<file path="src/rtl/bus_regfile_6502.sv">
`default_nettype none
// ============================================================================
// Module   : bus_regfile_6502
// Brief    : 6502-bus peripheral register file (pointer/RAM port, LED, CTRL,
//            scratch) sampled from phi2 into the clk domain.
//            Optional interrupt logic under macro BUS_REGFILE_IRQ_EN.
// Revision : 1.0 - initial release
// ============================================================================
module bus_regfile_6502 #(
  parameter int DATA_W = 8,
  parameter int RS_W   = 4,
  parameter int RAM_AW = 8
) (
  input  logic              clk,
  input  logic              rst_n,
  input  logic              clk_ext1,
  input  logic              cs,
  input  logic [RS_W-1:0]   rs,
  input  logic              wren,
  input  logic [DATA_W-1:0] data_in,
  output logic [DATA_W-1:0] data_out,
  output logic              data_oe,
  output logic [RAM_AW-1:0] ram_addr,
  output logic [DATA_W-1:0] ram_wdata,
  output logic              ram_we,
  input  logic [DATA_W-1:0] ram_rdata,
  output logic [DATA_W-1:0] led
`ifdef BUS_REGFILE_IRQ_EN
  ,
  output logic              irq_n
`endif
);

  localparam int              NREG      = 2**RS_W;
  localparam logic [RS_W-1:0] RS_PTR_LO = RS_W'(0);
  localparam logic [RS_W-1:0] RS_PTR_HI = RS_W'(1);
  localparam logic [RS_W-1:0] RS_DATA   = RS_W'(2);
  localparam logic [RS_W-1:0] RS_CTRL   = RS_W'(3);
  localparam logic [RS_W-1:0] RS_LED    = RS_W'(4);
  localparam logic [RS_W-1:0] RS_SCR0   = RS_W'(5);

  logic              ext_m_q, phi2_s_q, cs_m_q, cs_s_q, phi2_d_q;
  logic [1:0]        settle_q;
  logic              armed_q;
  logic              sel_q;
  logic [RS_W-1:0]   cap_rs_q;
  logic              cap_wren_q;
  logic [DATA_W-1:0] cap_data_q;
  logic [RAM_AW-1:0] ptr_q, ptr_d;
  logic              inc_q;
  logic              ainc_q;
  logic [DATA_W-1:0] led_q, data_out_q, ram_wdata_q, rd_mux;
  logic              ram_we_q;
  logic [DATA_W-1:0] scratch_q [NREG];
  logic              commit, wr_commit;
`ifdef BUS_REGFILE_IRQ_EN
  logic              ie_q, if_q, irq_n_q, wrap;
`endif

  assign commit    = phi2_d_q & ~phi2_s_q & sel_q;
  assign wr_commit = commit & ~cap_wren_q;

  // Synchronised chain is all-zero after reset, so it cannot be trusted until
  // it has refilled; a cycle is only captured after a genuine low phase.
  always_ff @(posedge clk or negedge rst_n) begin
    if (!rst_n) begin
      ext_m_q    <= 1'b0;
      phi2_s_q   <= 1'b0;
      cs_m_q     <= 1'b0;
      cs_s_q     <= 1'b0;
      phi2_d_q   <= 1'b0;
      settle_q   <= 2'b00;
      armed_q    <= 1'b0;
      sel_q      <= 1'b0;
      cap_rs_q   <= '0;
      cap_wren_q <= 1'b1;
      cap_data_q <= '0;
    end else begin
      ext_m_q  <= clk_ext1;
      phi2_s_q <= ext_m_q;
      cs_m_q   <= cs;
      cs_s_q   <= cs_m_q;
      phi2_d_q <= phi2_s_q;
      settle_q <= {settle_q[0], 1'b1};
      if (settle_q[1] && !phi2_s_q) armed_q <= 1'b1;
      if (armed_q && phi2_s_q && !cs_s_q) begin
        cap_rs_q   <= rs;
        cap_wren_q <= wren;
        cap_data_q <= data_in;
        sel_q      <= 1'b1;
      end else if (commit) begin
        sel_q <= 1'b0;
      end
    end
  end

  always_comb begin
    ptr_d = ptr_q;
    if (inc_q) ptr_d = ptr_q + RAM_AW'(1);
    if (wr_commit && cap_rs_q == RS_PTR_LO) begin
      for (int i = 0; i < RAM_AW; i++)
        if (i < 8) ptr_d[i] = cap_data_q[i % 8];
    end
    if (wr_commit && cap_rs_q == RS_PTR_HI) begin
      for (int i = 0; i < RAM_AW; i++)
        if (i >= 8) ptr_d[i] = cap_data_q[i % 8];
    end
  end

`ifdef BUS_REGFILE_IRQ_EN
  assign wrap = inc_q & (&ptr_q);
`endif

  always_ff @(posedge clk or negedge rst_n) begin
    if (!rst_n) begin
      ptr_q       <= '0;
      inc_q       <= 1'b0;
      ainc_q      <= 1'b1;
      led_q       <= '0;
      ram_we_q    <= 1'b0;
      ram_wdata_q <= '0;
      data_out_q  <= '0;
      for (int i = 0; i < NREG; i++) scratch_q[i] <= '0;
`ifdef BUS_REGFILE_IRQ_EN
      ie_q        <= 1'b0;
      if_q        <= 1'b0;
      irq_n_q     <= 1'b1;
`endif
    end else begin
      ptr_q      <= ptr_d;
      ram_we_q   <= wr_commit && (cap_rs_q == RS_DATA);
      inc_q      <= commit && (cap_rs_q == RS_DATA) && ainc_q;
      data_out_q <= rd_mux;
      if (wr_commit) begin
        case (cap_rs_q)
          RS_DATA: ram_wdata_q <= cap_data_q;
          RS_CTRL: begin
            ainc_q <= cap_data_q[0];
`ifdef BUS_REGFILE_IRQ_EN
            ie_q   <= cap_data_q[1];
`endif
          end
          RS_LED:  led_q <= cap_data_q;
          default: if (cap_rs_q >= RS_SCR0) scratch_q[cap_rs_q] <= cap_data_q;
        endcase
      end
`ifdef BUS_REGFILE_IRQ_EN
      // A wrap beats a simultaneous write-1-to-clear.
      if (wrap)
        if_q <= 1'b1;
      else if (wr_commit && cap_rs_q == RS_CTRL && cap_data_q[7])
        if_q <= 1'b0;
      irq_n_q <= ~(if_q & ie_q);
`endif
    end
  end

  always_comb begin
    rd_mux = '0;
    case (rs)
      RS_PTR_LO: begin
        for (int i = 0; i < 8; i++)
          if (i < RAM_AW) rd_mux[i] = ptr_q[i % RAM_AW];
      end
      RS_PTR_HI: begin
        for (int i = 0; i < 8; i++)
          if (i + 8 < RAM_AW) rd_mux[i] = ptr_q[(i + 8) % RAM_AW];
      end
      RS_DATA: rd_mux = ram_rdata;
      RS_CTRL: begin
        rd_mux[0] = ainc_q;
`ifdef BUS_REGFILE_IRQ_EN
        rd_mux[1] = ie_q;
        rd_mux[7] = if_q;
`endif
      end
      RS_LED:  rd_mux = led_q;
      default: rd_mux = scratch_q[rs];
    endcase
  end

  assign data_out  = data_out_q;
  assign data_oe   = clk_ext1 & ~cs & wren;
  assign ram_addr  = ptr_q;
  assign ram_wdata = ram_wdata_q;
  assign ram_we    = ram_we_q;
  assign led       = led_q;
`ifdef BUS_REGFILE_IRQ_EN
  assign irq_n     = irq_n_q;
`endif

endmodule
`default_nettype wire
</file>
<file path="config.mk">
export PLATFORM = sky130hd
export DESIGN_NAME = bus_regfile_6502
export DESIGN_NICKNAME = d
export VERILOG_FILES = /design/src/rtl/bus_regfile_6502.sv
export SDC_FILE = /design/constraint.sdc
export NUM_CORES = 1
export LEC_CHECK = 0
export BUFFER_PORTS_ARGS = -buffer_cell sky130_fd_sc_hd__buf_4
export CAP_MARGIN = 20
export CORE_MARGIN = 2
export CORE_UTILIZATION = 30
export DETAILED_ROUTE_END_ITERATION = 10
export SLEW_MARGIN = 10
export SYNTH_ARGS = -nofsm -noshare
export SYNTH_HDL_FRONTEND = slang
export SYNTH_SLANG_ARGS = --single-unit
</file>
<file path="constraint.sdc">
create_clock -name clk -period 2.1 [get_ports clk]
set_clock_uncertainty 0.05 [all_clocks]
set_input_delay 0.21 -clock clk [delete_from_list [all_inputs] [get_ports clk]]
set_output_delay 0.21 -clock clk [all_outputs]
set_load 0.05 [all_outputs]
</file>
Yosys cells after proc, flatten, opt, wreduce, memory -nomap -nowiden
Cells that the tools add are included.

Flip-flop bits (word level): 185. Input bits: 25. Logic and storage cells: 89.

Add/subtract/negate cells: 1. $lt $le $gt $ge: 4. Equality and inequality tests: 7. Muxes and demuxes: 12. Bitwise logic cells: 11. Reduce and logical (&&, ||, !) cells: 20.

Operators by type and width (number): $bwmux 128 (1); $mux 8 (5); $bmux 8 s4 (1); $demux 8 s4 (1); $pmux 7 s4 (1); $eq 4x2->1 const B (4); $ge 5x5->1 const B (2); $not 4->5 (2); $add 8x1->8 const B (1); $eq 4x3->1 const B (2); $logic_and 1x1->1 (8); $logic_not 4->1 (2); $reduce_and 2->1 (3); $and 1x1->1 (5); $lt 5x1->1 const B (1); $pmux 1 s5 (1); $eq 4x1->1 const B (1); $ge 4x3->1 const B (1); $not 1->1 (4); $reduce_bool 2->1 (2); $reduce_and 3->1 (1); $reduce_or 3->1 (1); $logic_not 1->1 (2); $mux 1 (2); $reduce_or 2->1 (1).

Logic depth before layout (Yosys ltp)
Gate-level depths: netlist (run 1).

Depth in word-level cells: 6. Depth in mapped cells: 7. Mapped depth without buffers: 5.

Worst setup path after synthesis (run 1)
OpenSTA, ideal clock, no wires.

Path kind: register to register. From: reg phi2_s_q. To: reg scratch_q[64] in the netlist's numbering. Setup time: 0.125 ns. Arrival: 1.573 ns. Required time: 1.925 ns. Path slack: 0.352 ns. Stages on the path, launching flop included: 6. Path buffers: 1. Path through: dfrtp_1 -> nand4bb_4 -> nor3b_4 -> and3_1 -> buf_6 -> mux2_2.

Word-level cells in the longest chain between the ends: 5.

RTL lines: start, declared (line 42) `logic ext_m_q, phi2_s_q, cs_m_q, cs_s_q, phi2_d_q;`; start signal, assigned (line 80) `phi2_s_q <= ext_m_q;`; $not 1->1 (line 60) `assign commit = phi2_d_q & ~phi2_s_q & sel_q;`; $and 1x1->1 (2 in series) (line 60); $and 1x1->1 (line 61) `assign wr_commit = commit & ~cap_wren_q;`; $reduce_and 3->1 (no source line); end signal, assigned by index (line 144) `default: if (cap_rs_q >= RS_SCR0) scratch_q[cap_rs_q] <= cap_data_q;`; end, declared (line 54) `logic [DATA_W-1:0] scratch_q [NREG];`.

Every way passes these cells. A chain may end at the register's enable or synchronous reset.

Worst setup path in the final report (run 1)
From: reg phi2_s_q. To: reg scratch_q[33] in the netlist's numbering.

Same word-level chain as after synthesis.

==> results.sh, run 1 <==
export IMPL_status="complete, no violations"
export IMPL_seq_power_share_pct=44.7
export IMPL_seq_area_frac_synth_pct=56.1
export IMPL_max_freq_mhz=528
export IMPL_cp_cell_sequence="nand4bb_4, nor3b_4, and3_1, mux2_2"
export IMPL_wl_per_cell_um=19.4
export IMPL_dr_pass1_iters=4
export IMPL_hold_viol_final=0
export IMPL_grt_usage_pct=14.9
export IMPL_path_buf_inv=0
export IMPL_cp_startpoint="phi2_s_q"
export IMPL_startpoint_type="flip-flop"
export IMPL_fin_crit_ns=1.89
export IMPL_r2r_start="phi2_s_q"
export IMPL_cts_htree_levels=4
export IMPL_ys_seq_elements=145
export IMPL_grt_first_pass_wirelength_um=24900
export IMPL_yosysWarnings=0
export IMPL_fp_dieH_um=151
export IMPL_drc_errors=0
export IMPL_n_antenna_cell=0
export IMPL_tritoncts_num_buffers=17
export IMPL_syn_avg_cell_area_um2=14.0
export IMPL_clk_pin_slew_ns=0.06
export IMPL_final_fill_count=2016
export IMPL_slowest_stage="dfrtp_1"
export IMPL_hold_class="in -> reg"
export IMPL_first_global_vias=4296
export IMPL_p_leak_nw=3.74
export IMPL_cts_root_buffer="clkbuf_16"
export IMPL_pwr_density_cell_mw_per_mm2=1090
export IMPL_port_buffer_count=58
export IMPL_grt_most_used_layer="met2"
export IMPL_ctsResizeCount=0
export IMPL_core_mm2=0.0211
export IMPL_fin_nets=560
export IMPL_hold_buffers=12
export IMPL_setup_viol=0
export IMPL_timing_hold_ws_ns=0.0586
export IMPL_ff2ff_setup_slack_ns=0.21
export IMPL_worst_r2r_path_depth=4
export IMPL_clockBufferDepth=2
export IMPL_antenna_found_initial=0
export IMPL_path_depth=4
export IMPL_crit_family="simple AND/OR/NAND/NOR gates"
export IMPL_use_met1_pct=20.2
export IMPL_drv_slew=0
export IMPL_grt_max_degree=54
export IMPL_period_share_pct=90.2
export IMPL_rsz0062_at_grt="false"
export IMPL_rows=53
export IMPL_ios=59
export IMPL_setup_tns_ns=0
export IMPL_arrival_ns=2.14
export IMPL_syn_cell_area_mm2=0.00648
export IMPL_met3_usage_pct=3.25
export IMPL_drv_cap=0
export IMPL_p_sw_share_pct=30.7
export IMPL_gp_congestion=0.793
export IMPL_cp_max_fo=8
export IMPL_endpoint="scratch_q[33]"
export IMPL_ys_flop_type="dfrtp_1"
export IMPL_cts_setup_buffers=0
export IMPL_power_frac_clock_pct=34.3
export IMPL_worstPathRequired_ns=2.35
export IMPL_synthCells=463
export IMPL_ant_nets=0
export IMPL_syn2layout_area_growth_pct=22.2
export IMPL_drive_above_1_share_pct=45.2
export IMPL_p_comb_share_pct=21.0
export IMPL_die_width_um=151
export IMPL_synth_cell_types=43
export IMPL_timing_rr_end="scratch_q[33]"
export IMPL_regArea_mm2=0.00363
export IMPL_synth_edf_count=0
export IMPL_worst_setup_path_type="reg -> reg"
export IMPL_cpPeakStageDelay_ns=0.44
export IMPL_multi_input_area_mm2=0.00268
export IMPL_tritoncts="yes"
export IMPL_cts_sinks=145
export IMPL_routed_wl_um=15900
export IMPL_worstMarginPinSlew_ns=0.795
export IMPL_slew_headroom_pct=47.0
export IMPL_power_switching_w=0.00266
export IMPL_die_area_mm2=0.0228
export IMPL_start_util_pct=30.7
export IMPL_p_int_w=0.00600
export IMPL_grt_util_met2_pct=23.7
export IMPL_overflow=0
export IMPL_vias_per_cell=4.86
export IMPL_cp_end_kind="flip-flop"
export IMPL_synth_async_reset_ratio_pct=100
export IMPL_synth_nets=489
export IMPL_insertion_delay_ns=0.42
export IMPL_irDropWorstVdd_mv=0.390
export IMPL_drt_iter0_drc=206
export IMPL_hpwl_um=10900
export IMPL_vias=3998
==> power groups by stage <==
stage                     logic [W]  registers (W)  clock network, W
after floorplan            0.000867        0.00415                 0
after global placement      0.00178        0.00388                 0
after detailed placement    0.00181        0.00392                 0
after CTS                   0.00184        0.00387           0.00302
after global routing        0.00194        0.00395           0.00315
final                       0.00182        0.00387           0.00297
==> state kept, by name, summed over array words and instances (netlist names), 2 cells and up <==
| signal | count |
|---|---|
| cap_data_q | 8 |
| cap_rs_q | 4 |
| data_out | 8 |
| led | 8 |
| ram_addr | 8 |
| ram_wdata | 8 |
| scratch_q | 88 |
| settle_q | 2 |
==> layout make-up <==
type	instances	area share, %
clock buffer	22	5.99
inverter	8	0.379
multi-input combinational	283	33.8
timing repair buffer	79	8.23
sequential	145	45.9
tap	275	4.35
clock inverter	10	1.39
==> tightest hold or removal path: stages <==
cell and delay, ns:
buf_4 0.08, a21oi_1 0.05, o221ai_1 0.14
==> cells by family (layout without fill, tap and decap cells) <==
| logic type | after synthesis | count (layout) | synth area share, % |
|---|---|---|---|
| AO/OA/AOI/OAI | 45 | 45 | 4.23 |
| XOR/XNOR | 7 | 7 | 0.947 |
| adder cells (fa/ha/maj) | 1 | 1 | 0.193 |
| buffers and inverters | 35 | 119 | 2.63 |
| flip-flops | 145 | 145 | 56.1 |
| multiplexers | 157 | 157 | 29.1 |
| other | 1 | 1 | 0.0579 |
| AND/OR/NAND/NOR | 72 | 72 | 6.76 |
==> per-stage QoR <==
step | total power, W | cell area, um^2 | util [%] | cells | worst slack (ns)
6_report | 0.00865 | 7920 | 37.5 | 822 | 0.206
3_3_place_gp | 0.00566 | 7210 | 34.2 | 778 | 0.229
5_1_grt | 0.00904 | 7920 | 37.5 | 822 | 0.0760
2_1_floorplan | 0.00502 | 6480 | - | 463 | 0.352
3_5_place_dp | 0.00573 | 7210 | 34.2 | 778 | 0.219
4_1_cts | 0.00873 | 7920 | 37.5 | 822 | 0.200
==> worst min path at each step <==
stage / start / to / slack (ns) / cells past startpoint
after floorplan: rst_n / armed_q / -0.14 / 0
after global placement: rst_n / ram_wdata[6] / 0.10 / 1
after detailed placement: rst_n / ram_wdata[4] / 0.11 / 1
after CTS: ram_rdata[4] / data_out[4] / 0.03 / 3
after global routing: ram_rdata[4] / data_out[4] / 0.07 / 3
final: ram_rdata[4] / data_out[4] / 0.06 / 3
==> placed cells by master (no fill, tap or decap), types with 2 or more instances in the layout <==
cell type / n
dfrtp_1: 143
a31oi_1: 2
nand3b_1: 2
nor2_1: 19
bufinv_16: 2
a21oi_1: 20
nor3b_4: 2
a211oi_1: 4
mux2i_1: 22
dlygate4sd3_1: 12
clkinvlp_4: 4
dfstp_2: 2
buf_12: 2
xor2_1: 3
clkbuf_8: 3
buf_4: 64
inv_1: 8
o21ai_0: 6
nand2_1: 11
clkinv_2: 4
mux2_2: 121
xnor2_1: 4
nand4_1: 2
clkbuf_16: 17
o221ai_1: 5
clkbuf_1: 2
nand2_2: 9
nor3_1: 2
nand2b_1: 4
and3_1: 3
nor2b_1: 4
nand3_1: 6
mux4_2: 13
o22ai_1: 5
==> layer usage <==
metal	vias up	share of wire (%)
met1	2073	47
met2	85	47
met3	21	4.2
met4	0	1.7
li1	1819	-
met5	-	0
==> cell usage after synthesis (3+ instances only) <==
cell type	instances	area (um^2)
xnor2_1	4	35.0
nor2_1	19	71.3
inv_1	8	30.0
nand2b_1	4	25.0
buf_2	7	35.0
nor2b_1	4	25.0
o21ai_0	6	30.0
nand3_1	6	30.0
nand2_1	11	41.3
o22ai_1	5	31.3
mux2i_1	22	220
mux4_2	13	293
and3_1	3	18.8
xor2_1	3	26.3
a21oi_1	20	100
clkbuf_1	14	52.6
mux2_2	121	1360
buf_4	4	30.0
o221ai_1	5	43.8
nand2_2	9	56.3
dfrtp_1	143	3580
a211oi_1	4	30.0
Note: power is estimated with default switching activity, not from simulation.
==> run 2: changes to the inputs <==
==> constraint.sdc (replaced) <==
create_clock -name clk -period 1.9 [get_ports clk]
set_clock_uncertainty 0.05 [all_clocks]
set_input_delay 0.19 -clock clk [delete_from_list [all_inputs] [get_ports clk]]
set_output_delay 0.19 -clock clk [all_outputs]
set_load 0.05 [all_outputs]
==> results.sh, run 2 (synthesis gave the netlist of run 1 again) <==
export IMPL_insertion_delay_ns=0.42
export IMPL_start_util_pct=30.7
export IMPL_wl_per_cell_um=19.5
export IMPL_fp_dieH_um=151
export IMPL_arrival_ns=2.04
export IMPL_finalPower_w=0.00961
export IMPL_ant_nets=0
export IMPL_cp_end_kind="flip-flop"
export IMPL_hold_class="in -> reg"
export IMPL_clk_pin_slew_ns=0.06
export IMPL_hpwl_um=11000
export IMPL_core_mm2=0.0211
export IMPL_clockBufferDepth=2
export IMPL_multi_input_area_mm2=0.00268
export IMPL_grt_first_pass_wirelength_um=25800
export IMPL_worst_r2r_path_depth=4
export IMPL_overflow=0
export IMPL_dpl_worst_slack_ns=0.105
export IMPL_hold_viol_final=0
export IMPL_grt_max_degree=61
export IMPL_drc_errors=0
export IMPL_startpoint_type="flip-flop"
export IMPL_first_global_vias=4415
export IMPL_timing_rr_end="scratch_q[23]"
export IMPL_worstMarginPinSlew_ns=0.696
export IMPL_rsz0062_at_grt="false"
export IMPL_cp_max_fo=8
export IMPL_drive_above_1_share_pct=46.1
export IMPL_largest_register_ffs=88
export IMPL_routed_wl_um=16200
export IMPL_cp_cell_sequence="and4bb_1, and3_1, nand2_2, mux2_2"
export IMPL_vias_per_cell=4.93
export IMPL_die_area_mm2=0.0228
export IMPL_worst_setup_path_type="reg -> reg"
export IMPL_dr_pass1_iters=4
export IMPL_antenna_found_initial=0
export IMPL_p_leak_nw=3.80
export IMPL_slew_headroom_pct=53.6
export IMPL_irDropWorstVdd_mv=0.485
export IMPL_gp_congestion=0.791
export IMPL_drv_cap=0
export IMPL_drv_slew=0
export IMPL_slowest_stage="dfstp_2"
export IMPL_port_buffer_count=58
export IMPL_status="complete, no violations"
export IMPL_tritoncts_num_buffers=17
export IMPL_cts_root_buffer="clkbuf_16"
export IMPL_whs_path_depth=3
export IMPL_regMostFlops="scratch_q"
export IMPL_drt_iter0_drc=167
export IMPL_ff2ff_setup_slack_ns=0.10
export IMPL_period_share_pct=94.5
export IMPL_cts_setup_buffers=0
export IMPL_mostFrequentLayoutCells="143 x dfrtp_1, 121 x mux2_2, 69 x buf_4"
export IMPL_cpPeakStageDelay_ns=0.53
export IMPL_r2r_start="cap_wren_q"
export IMPL_vias=4096
export IMPL_cts_sinks=145
export IMPL_die_width_um=151
export IMPL_fin_nets=568
export IMPL_final_util_pct=38.0
export IMPL_rows=53
export IMPL_path_buf_inv=0
export IMPL_finalWorstSetupSlack_ns=0.104
export IMPL_pwr_density_cell_mw_per_mm2=1200
export IMPL_worstPathRequired_ns=2.14
export IMPL_cts_htree_levels=4
export IMPL_regArea_mm2=0.00363
export IMPL_grt_usage_pct=15.3
export IMPL_syn2layout_area_growth_pct=23.8
export IMPL_fin_crit_ns=1.80
export IMPL_min_delay_start="ram_rdata[4]"
export IMPL_mostFrequentLayoutCell="dfrtp_1"
export IMPL_tritoncts="yes"
export IMPL_n_antenna_cell=0
export IMPL_whs_endpoint="data_out[4]"
export IMPL_crit_family="simple AND/OR/NAND/NOR gates"
export IMPL_setup_viol=0
export IMPL_max_freq_mhz=557
export IMPL_ios=59
export IMPL_final_fill_count=1996
export IMPL_setup_tns_ns=0
[run 2: cell count changes in the layout (fill, tap and decap cells not counted)]
cell	change
buf_4	+5
and3_2	+1
and3_1	-1
buf_12	+3
clkinvlp_4	-1
clkinv_4	+1
[run 2: power by group]
group / total, W / switching, W / internal (W)
Clock: 0.00329 / 0.00126 / 0.00203
Combinational: 0.00204 / 0.00111 / 0.000933
Sequential: 0.00428 / 0.000593 / 0.00369
[run 2: worst max-delay path by stage]
| stage | start | to | cells after the start |
|---|---|---|---|
| 5_1_grt | cap_wren_q | scratch_q[8] | 4 |
| 3_3_place_gp | cap_wren_q | scratch_q[14] | 4 |
| 2_1_floorplan | phi2_s_q | scratch_q[64] | 5 |
| 4_1_cts | cap_wren_q | scratch_q[66] | 4 |
| 3_5_place_dp | cap_wren_q | scratch_q[65] | 4 |
| 6_report | cap_wren_q | scratch_q[23] | 4 |
[run 2: what timing repair did]
action                     4_1_cts  5_1_grt
gates resized for setup          0        1
hold endpoints to repair        64        0
hold buffers                    12        0
setup endpoints to repair        0        6
[run 2: cell type report]
type | instances | area share [%]
clock buffers | 22 | 5.91
clock inverters | 10 | 1.39
inverters | 8 | 0.375
multi-input cells | 283 | 33.4
flip-flops and latches | 145 | 45.3
well taps | 275 | 4.29
repair buffers | 87 | 9.35
[run 2: worst reg2reg max path: stages (launching register included)]
cell,delay [ns]
dfstp_2,0.53
and4bb_1,0.22
and3_1,0.28
nand2_2,0.22
mux2_2,0.37
[run 2: metrics by stage]
step / std cells / cell area, um^2 / hold WS [ns]
after floorplan: 463 / 6480 / -0.156
after global placement: 786 / 7310 / 0.160
after detailed placement: 786 / 7310 / 0.169
after CTS: 830 / 8020 / 0.0142
after global routing: 830 / 8020 / 0.0510
final: 830 / 8020 / 0.0241
[run 2: metal layers]
metal	GRT usage (%)	part of all wire (%)	up-vias
met4	4.35	0.80	0
met5	0	0	-
met1	20.9	46	2165
met2	24.4	48	87
met3	3.61	4.7	10
li1	-	-	1834
